**src/rtl/parking_lot_multi_lane_counter.sv**
```systemverilog
// Multi-lane parking occupancy counter: per-gate direction FSMs feed one saturating count.
// Optional build macro PARKING_SAT_STICKY_EN makes sat_o hold until clear_i or reset.
module parking_lot_multi_lane_counter #(
    parameter int NUM_LANES = 2,
    parameter int CAPACITY  = 9999,
    parameter int COUNT_W   = 14
) (
    input  logic                 clk_i,
    input  logic                 rst_ni,
    input  logic                 clear_i,
    input  logic [NUM_LANES-1:0] sensor_a_i,
    input  logic [NUM_LANES-1:0] sensor_b_i,
    output logic [COUNT_W-1:0]   count_o,
    output logic                 full_o,
    output logic                 empty_o,
    output logic [NUM_LANES-1:0] enter_pulse_o,
    output logic [NUM_LANES-1:0] exit_pulse_o,
    output logic                 sat_o
);

    typedef enum logic [2:0] {
        IDLE    = 3'd0,
        ENTER_0 = 3'd1,
        ENTER_1 = 3'd2,
        ENTER_2 = 3'd3,
        EXIT_0  = 3'd4,
        EXIT_1  = 3'd5,
        EXIT_2  = 3'd6
    } laneState_e;

    typedef logic signed [COUNT_W+1:0] wide_t;
    typedef logic [COUNT_W-1:0]        cnt_t;

    localparam wide_t CAP_W = wide_t'(CAPACITY);
    localparam cnt_t  CAP_C = cnt_t'(CAPACITY);

    laneState_e           laneState_q [NUM_LANES];
    laneState_e           laneState_d [NUM_LANES];
    logic [NUM_LANES-1:0] enterEvent_d, exitEvent_d;
    logic [NUM_LANES-1:0] enterPulse_q, exitPulse_q;

    cnt_t  count_q, count_d;
    logic  full_q, full_d;
    logic  empty_q, empty_d;
    logic  sat_q, sat_d;
    wide_t enterSum, exitSum, sumW;
    logic  clampLow, clampHigh;

    // Exit states are the enter states with the roles of a and b swapped.
    function automatic laneState_e laneNext(input laneState_e s, input logic a, input logic b);
        laneState_e n;
        n = s;
        case (s)
            IDLE: begin
                case ({a, b})
                    2'b10:   n = ENTER_0;
                    2'b01:   n = EXIT_0;
                    default: n = IDLE;
                endcase
            end
            ENTER_0: begin
                case ({a, b})
                    2'b10:   n = ENTER_0;
                    2'b11:   n = ENTER_1;
                    default: n = IDLE;
                endcase
            end
            ENTER_1: begin
                case ({a, b})
                    2'b11:   n = ENTER_1;
                    2'b10:   n = ENTER_0;
                    2'b01:   n = ENTER_2;
                    default: n = IDLE;
                endcase
            end
            ENTER_2: begin
                case ({a, b})
                    2'b01:   n = ENTER_2;
                    2'b11:   n = ENTER_1;
                    default: n = IDLE;
                endcase
            end
            EXIT_0: begin
                case ({a, b})
                    2'b01:   n = EXIT_0;
                    2'b11:   n = EXIT_1;
                    default: n = IDLE;
                endcase
            end
            EXIT_1: begin
                case ({a, b})
                    2'b11:   n = EXIT_1;
                    2'b01:   n = EXIT_0;
                    2'b10:   n = EXIT_2;
                    default: n = IDLE;
                endcase
            end
            EXIT_2: begin
                case ({a, b})
                    2'b10:   n = EXIT_2;
                    2'b11:   n = EXIT_1;
                    default: n = IDLE;
                endcase
            end
            default: n = IDLE;
        endcase
        return n;
    endfunction

    always_ff @(posedge clk_i or negedge rst_ni) begin
        if (!rst_ni) begin
            for (int i = 0; i < NUM_LANES; i++) begin
                laneState_q[i] <= IDLE;
            end
            enterPulse_q <= '0;
            exitPulse_q  <= '0;
        end else begin
            for (int i = 0; i < NUM_LANES; i++) begin
                laneState_q[i] <= laneState_d[i];
            end
            enterPulse_q <= enterEvent_d;
            exitPulse_q  <= exitEvent_d;
        end
    end

    // A car is only counted when the pair fully clears from the far-side state.
    always_comb begin
        enterEvent_d = '0;
        exitEvent_d  = '0;
        for (int i = 0; i < NUM_LANES; i++) begin
            laneState_d[i] = laneNext(laneState_q[i], sensor_a_i[i], sensor_b_i[i]);
            enterEvent_d[i] = (laneState_q[i] == ENTER_2) && !sensor_a_i[i] && !sensor_b_i[i];
            exitEvent_d[i]  = (laneState_q[i] == EXIT_2)  && !sensor_a_i[i] && !sensor_b_i[i];
            if (clear_i) begin
                laneState_d[i]  = IDLE;
                enterEvent_d[i] = 1'b0;
                exitEvent_d[i]  = 1'b0;
            end
        end
    end

    // Net all lanes first so simultaneous enters and exits cancel before any clamp.
    always_comb begin
        enterSum = '0;
        exitSum  = '0;
        for (int i = 0; i < NUM_LANES; i++) begin
            enterSum = enterSum + wide_t'(enterPulse_q[i]);
            exitSum  = exitSum  + wide_t'(exitPulse_q[i]);
        end
        sumW      = wide_t'(count_q) + enterSum - exitSum;
        clampLow  = sumW < wide_t'(0);
        clampHigh = sumW > CAP_W;

        if (clampLow) begin
            count_d = '0;
        end else if (clampHigh) begin
            count_d = CAP_C;
        end else begin
            count_d = sumW[COUNT_W-1:0];
        end

`ifdef PARKING_SAT_STICKY_EN
        sat_d = sat_q | clampLow | clampHigh;
`else
        sat_d = clampLow | clampHigh;
`endif

        if (clear_i) begin
            count_d = '0;
            sat_d   = 1'b0;
        end
        full_d  = (count_d == CAP_C);
        empty_d = (count_d == '0);
    end

    always_ff @(posedge clk_i or negedge rst_ni) begin
        if (!rst_ni) begin
            count_q <= '0;
            full_q  <= 1'b0;
            empty_q <= 1'b1;
            sat_q   <= 1'b0;
        end else begin
            count_q <= count_d;
            full_q  <= full_d;
            empty_q <= empty_d;
            sat_q   <= sat_d;
        end
    end

    assign count_o       = count_q;
    assign full_o        = full_q;
    assign empty_o       = empty_q;
    assign sat_o         = sat_q;
    assign enter_pulse_o = enterPulse_q;
    assign exit_pulse_o  = exitPulse_q;

endmodule

```
**config.mk**
```make
export PLATFORM = sky130hd
export DESIGN_NAME = parking_lot_multi_lane_counter
export DESIGN_NICKNAME = d
export VERILOG_FILES = /design/src/rtl/parking_lot_multi_lane_counter.sv
export SDC_FILE = /design/constraint.sdc
export NUM_CORES = 1
export LEC_CHECK = 0
export BUFFER_PORTS_ARGS = -buffer_cell sky130_fd_sc_hd__buf_2
export CAP_MARGIN = 0
export CORE_MARGIN = 3
export CORE_UTILIZATION = 51
export CTS_CLUSTER_SIZE = 40
export DETAILED_ROUTE_END_ITERATION = 6
export HOLD_SLACK_MARGIN = 0.08
export PLACE_DENSITY_LB_ADDON = 0.05
export REMOVE_ABC_BUFFERS = 1
export SLEW_MARGIN = 20
export SYNTH_ARGS = -nofsm -noshare
export SYNTH_HDL_FRONTEND = slang
export SYNTH_SLANG_ARGS = --single-unit
```
**constraint.sdc**
```tcl
create_clock -name clk_i -period 7.29 [get_ports clk_i]
set_input_delay 1.458 -clock clk_i [delete_from_list [all_inputs] [get_ports clk_i]]
set_output_delay 1.458 -clock clk_i [all_outputs]
set_load 0.01 [all_outputs]
```
==> results of run 1 <==
==> flip-flops by register name, indices dropped and copies added, names as in the netlist <==
signal	count
count_o	14
empty_o	1
enter_pulse_o	2
exit_pulse_o	2
full_o	1
laneState_q	6
sat_o	1
==> metal layers <==
| metal | part of all wire (%) | vias to the layer above | track usage, % |
|---|---|---|---|
| li1 | - | 1071 | - |
| met1 | 47 | 1010 | 28.2 |
| met2 | 48 | 39 | 34.5 |
| met3 | 4.0 | 5 | 1.90 |
| met4 | 1.1 | 0 | 4.89 |
| met5 | 0 | - | 0 |
==> logic make-up (layout without fill, tap and decap cells) <==
logic type	Yosys count	after routing	synth area share (%)
AOI/OAI and AO/OA	83	83	24.8
xor gates and xnor gates	8	8	2.81
buffers and inverters	47	66	7.33
adders and majority gates	32	32	17.0
and+or+nand+nor	86	86	18.9
DFF	27	27	27.1
muxes	4	4	2.11
==> layout by cell type (no fill, tap or decap), types with 4 or more instances in the layout <==
master	count
inv_1	35
ha_1	29
buf_2	27
dfrtp_1	26
nor2_1	23
a21oi_1	22
nand2_1	13
o21ai_0	10
nand3_1	9
a31oi_1	7
nor3b_1	6
nor3_1	6
xnor2_1	6
a21o_1	5
a211oi_1	4
==> through the flow <==
step / hold slack, ns / util [%] / worst slack, ns / power, mW / cells
2_1_floorplan: 0.526 / - / 3.79 / 0.855 / 275
3_3_place_gp: 0.595 / 58.6 / 3.56 / 1.04 / 367
3_5_place_dp: 0.601 / 58.6 / 3.49 / 1.04 / 367
4_1_cts: 0.616 / 59.7 / 3.45 / 1.14 / 371
5_1_grt: 0.648 / 59.7 / 3.13 / 1.25 / 371
6_report: 0.614 / 59.7 / 3.44 / 1.15 / 371
==> critical path, stage by stage (launching register included) <==
cell	delay (ns)
dfrtp_1	0.40
inv_1	0.09
fa_1	0.43
inv_1	0.08
fa_1	0.16
inv_1	0.04
ha_1	0.21
fa_1	0.45
a21o_1	0.24
a221o_1	0.34
a211oi_2	0.32
o311ai_1	0.15
nor4b_2	0.43
o21ai_2	0.17
a31oi_1	0.24
==> cell type report <==
type	instances	area (um^2)
Inverter	35	131
Clock inverter	1	7.51
Clock buffer	3	41.3
Fill cell	421	1830
Timing Repair Buffer	27	135
Multi-Input combinational cell	213	1630
Sequential cell	27	677
Tap cell	65	81.3
==> synthesized netlist by cell type (4+ instances only) <==
master    number  area [um^2]
dfrtp_1       26          651
xnor2_1        6         52.6
nand3_1        9         45.0
clkbuf_1       9         33.8
inv_1         35          131
nor2_1        23         86.3
a211oi_1       4         30.0
nor3b_1        6         45.0
ha_1          29          363
nand2_1       13         48.8
nor3_1         6         30.0
a21o_1         5         37.5
a31oi_1        7         43.8
a21oi_1       22          110
o21ai_0       10         50.1
==> final timing paths <==
path                             endpoint  slack [ns]  cells past startpoint
min                        laneState_q[5]        0.61                      1
min reg2reg                laneState_q[5]        0.61                      1
max reg2reg                    count_o[1]        3.44                     14
min in group asynchronous     count_o[12]        1.17                      1
max in group asynchronous      count_o[4]        5.71                      1
max                            count_o[1]        3.44                     14
==> where the power goes <==
part	switching [mW]	internal, mW	leakage (nW)
combinational	0.520	0.327	0.886
clock	0.0546	0.0390	0.0217
sequential	0.0241	0.183	0.360
total	0.599	0.549	1.27
==> impl_metrics.tcl, run 1 <==
set metrics [dict create \
    status "finished clean" \
    dp_hpwl_um 4350 \
    dieArea_mm2 0.00576 \
    place.gp.congestion 0.839 \
    dieHeight_um 75.9 \
    cp-startpoint "exit_pulse_o[0]" \
    grt_pass1_vias 2073 \
    final_nets 346 \
    vias 2125 \
    hold_viol 0 \
    crit_path_max_fanout 6 \
    syn-cell-area_mm2 0.00249 \
    grt_pass1_wl_um 9850 \
    post_drt_wl_per_cell_um 15.4 \
    portBuffers 27 \
    cp-end-kind "flop" \
    post-cts-setup-buffer-count 0 \
    grt_antenna_before_repair 0 \
    relSlewSlack_pct 27.1 \
    post_cts_resized 0 \
    maxSlewViolCount 0 \
    first_pass_iters 4 \
    final_area_mm2 0.00271 \
    path_class "reg2reg" \
    synth_cell_types 62 \
    cts_tree "yes" \
    postSynthCellCount 287 \
    timing.fmax_ghz 0.260 \
    cts_made_buffers 3 \
    synthArstFlopShare_pct 100 \
    area_growth_pct 8.58 \
    rows 24 \
    synth_ff_type "dfrtp_1" \
    clock_path_buffers 2 \
    wl_um 5700 \
    ir_drop_uv 161 \
    final.period_utilization_pct 52.8 \
    ant_nets 0 \
    drive_gt1_share_pct 14.7 \
    syn_area_per_cell_um2 8.69 \
    ctsHoldBuffers 0 \
    tightest_slew_ns 1.09 \
    rsz0062_at_grt "false" \
    num_antenna_cells 0 \
    clock_latency_ns 0.29 \
    viasPerCell 5.73 \
    placed_cell_area_mm2 0.00266 \
    cp.arrival_ns 4.05 \
    yosys_register_bits 27 \
    clock_sinks 27 \
    hold_path_class "reg2reg" \
    ios 28 \
    grt_max_degree 28 \
    hold_start "laneState_q[4]" \
    period_needed_ns 3.85 \
    overflow 0 \
    path_clk_slew_ns 0.11 \
    synth-warning-count 0 \
    crit_required_ns 7.49 \
    htreeDepth 1 \
    fin_worst_skew_ns 0.00505 \
    initial_core_util_pct 55.0 \
    p_leak_nw 1.27 \
    power.density_mw_per_mm2 424 \
    regToRegStartpoint "exit_pulse_o[0]" \
    core_area_mm2 0.00453 \
    synth_edf_count 0 \
    grt_usage_pct 20.4 \
    cp-start-kind "flop" \
    drt_iter0_drc 173 \
    drc 0 \
    root_buffer "clkbuf_8" \
    final-setup-viol-count 0 \
    ys_seq_area_share_pct 27.1 \
    die_w_um 75.9 \
    drv_cap 0 \
    setup_tns_ns 0 \
]
Power figures use the tool's default switching activity.
==> inputs of run 2 (changes only) <==
Clock period 7.29 ns to 3.13 ns, I/O delays scaled along.
==> impl_metrics.tcl, run 2 (synthesized netlist as in run 1, its figures left out) <==
set metrics [dict create \
    multi_input_area_mm2 0.00182 \
    drt_iter0_drc 108 \
    grt_antenna_before_repair 0 \
    grt_pass1_wl_um 10200 \
    mostFrequentLayoutCell "inv_1" \
    path_class "reg2reg" \
    power.share.clock_pct 6.0 \
    place.gp.congestion 0.845 \
    rows 24 \
    post_drt_wl_per_cell_um 15.2 \
    drv_cap 0 \
    wl_um 6080 \
    violations "setup timing" \
    hold_viol 0 \
    timing.fmax_ghz 0.281 \
    cp-start-kind "flop" \
    root_buffer "clkbuf_8" \
    grt_max_degree 28 \
    dieArea_mm2 0.00576 \
    fin_worst_skew_ns 0.0111 \
    viasPerCell 5.73 \
    ios 28 \
    clock_sinks 27 \
    die_w_um 75.9 \
    seqCellArea_um2 677 \
    vias 2298 \
    cts_made_buffers 3 \
    maxSlewViolCount 0 \
    final.period_utilization_pct 114 \
    maxUsedRoutingLayer "met4" \
    switching_power_mw 1.73 \
    setup_tns_ns -5.52 \
    htreeDepth 1 \
    wl_met3_um 296 \
    dieHeight_um 75.9 \
    drive_gt1_share_pct 31.3 \
    final_nets 376 \
    wl_met2_um 2930 \
    final_area_mm2 0.00312 \
    hold_path_class "in2async" \
    cp-end-kind "flop" \
    rsz0062_at_grt "true" \
    crit_path_max_fanout 4 \
    path_clk_slew_ns 0.11 \
    overflow 0 \
    tightest_slew_ns 0.628 \
    wl_met1_um 2740 \
    p_sw_share_pct 48.7 \
    first_pass_iters 4 \
    portBuffers 27 \
    status "complete, but fails checks" \
    core_area_mm2 0.00453 \
    p_int_mw 1.82 \
    grt_usage_pct 21.1 \
    largest_reg_flops 14 \
    placed_cell_area_mm2 0.00280 \
    drc 0 \
    num_antenna_cells 0 \
    initial_core_util_pct 55.0 \
    ant_nets 0 \
    final-setup-viol-count 17 \
    dp_hpwl_um 4420 \
    timing.final.ws_setup_ns -0.426 \
    cp.arrival_ns 3.75 \
    power.density_mw_per_mm2 1140 \
    ir_drop_uv 454 \
    p_comb_share_pct 80.4 \
    area_growth_pct 25.2 \
    pwr-share-seq_pct 13.6 \
    p_leak_nw 1.44 \
    grt_pass1_vias 2234 \
    cts_tree "yes" \
    clock_latency_ns 0.29 \
    period_needed_ns 3.56 \
    clock_path_buffers 2 \
    layout.cells.most_common_list "inv_1 (31), ha_1 (28), buf_4 (28)" \
    crit_required_ns 3.32 \
    relSlewSlack_pct 58.1 \
    fill_cells 375 \
]
## run 2: changes by cell type in the layout (fill, tap and decap cells not counted), moves of 3 or more
cell     change
a21oi_1      -3
nor2_2       +6
buf_4       +28
inv_1        -4
nor2_1       -6
inv_2        +4
## run 2: timing repair
action,4_1_cts,5_1_grt
pin swaps,11,21
buffers inserted,7,4
hold buffers,0,0
endpoints found under the setup margin,17,17
gates cloned,0,0
gates resized for setup,16,24
## run 2: through the flow
step | instances | total power, mW | hold slack (ns) | utilization (%) | worst slack, ns
global placement | 386 | 2.70 | 0.592 | 61.8 | -0.388
detailed placement | 386 | 2.70 | 0.595 | 61.8 | -0.495
global route | 401 | 3.80 | 0.389 | 68.9 | -0.541
CTS | 397 | 3.19 | 0.363 | 65.7 | -0.342
floorplan | 275 | 1.99 | 0.330 | - | -0.366
finish | 401 | 3.55 | 0.348 | 68.9 | -0.426
## run 2: critical path: stages, from the launching register on
cell	delay [ns]
dfrtp_1	0.37
inv_2	0.05
fa_1	0.49
inv_2	0.07
fa_2	0.18
inv_2	0.05
ha_4	0.15
fa_2	0.34
a21o_1	0.21
a221oi_4	0.38
o21ai_2	0.09
xnor2_1	0.15
or2_1	0.26
buf_4	0.17
nand4b_1	0.20
o31ai_2	0.28
## run 2: cell type report
class | count | share of cell area (%)
Timing Repair Buffer | 57 | 11.8
Clock buffer | 3 | 1.32
Inverter | 35 | 4.21
Tap cell | 65 | 2.60
Sequential cell | 27 | 21.7
Multi-Input combinational cell | 213 | 58.2
Clock inverter | 1 | 0.240
## run 2: worst paths after layout
kind,startpoint,to,slack [ns],cells past startpoint
hold reg to reg,laneState_q[2],enter_pulse_o[1],0.61,1
setup / recovery,exit_pulse_o[0],empty_o,-0.43,15
setup reg to reg,exit_pulse_o[0],empty_o,-0.43,15
hold / removal,rst_ni,count_o[0],0.35,1
max in group asynchronous,rst_ni,full_o,2.37,1
min in group clk_i,laneState_q[2],enter_pulse_o[1],0.61,1
## run 2: metal layers
metal  vias to the layer above  global-route usage [%]
met3                         8                    3.08
met1                      1097                    27.9
li1                       1128                       -
met5                         -                       0
met2                        65                    35.9
met4                         0                    6.16
## run 2: power by group through the flow
stage | Sequential [mW] | Clock [mW] | Combinational (mW)
after floorplan | 0.509 | 0 | 1.48
after global placement | 0.492 | 0 | 2.21
after detailed placement | 0.490 | 0 | 2.21
after CTS | 0.484 | 0.216 | 2.49
after global routing | 0.495 | 0.232 | 3.07
final | 0.482 | 0.214 | 2.85
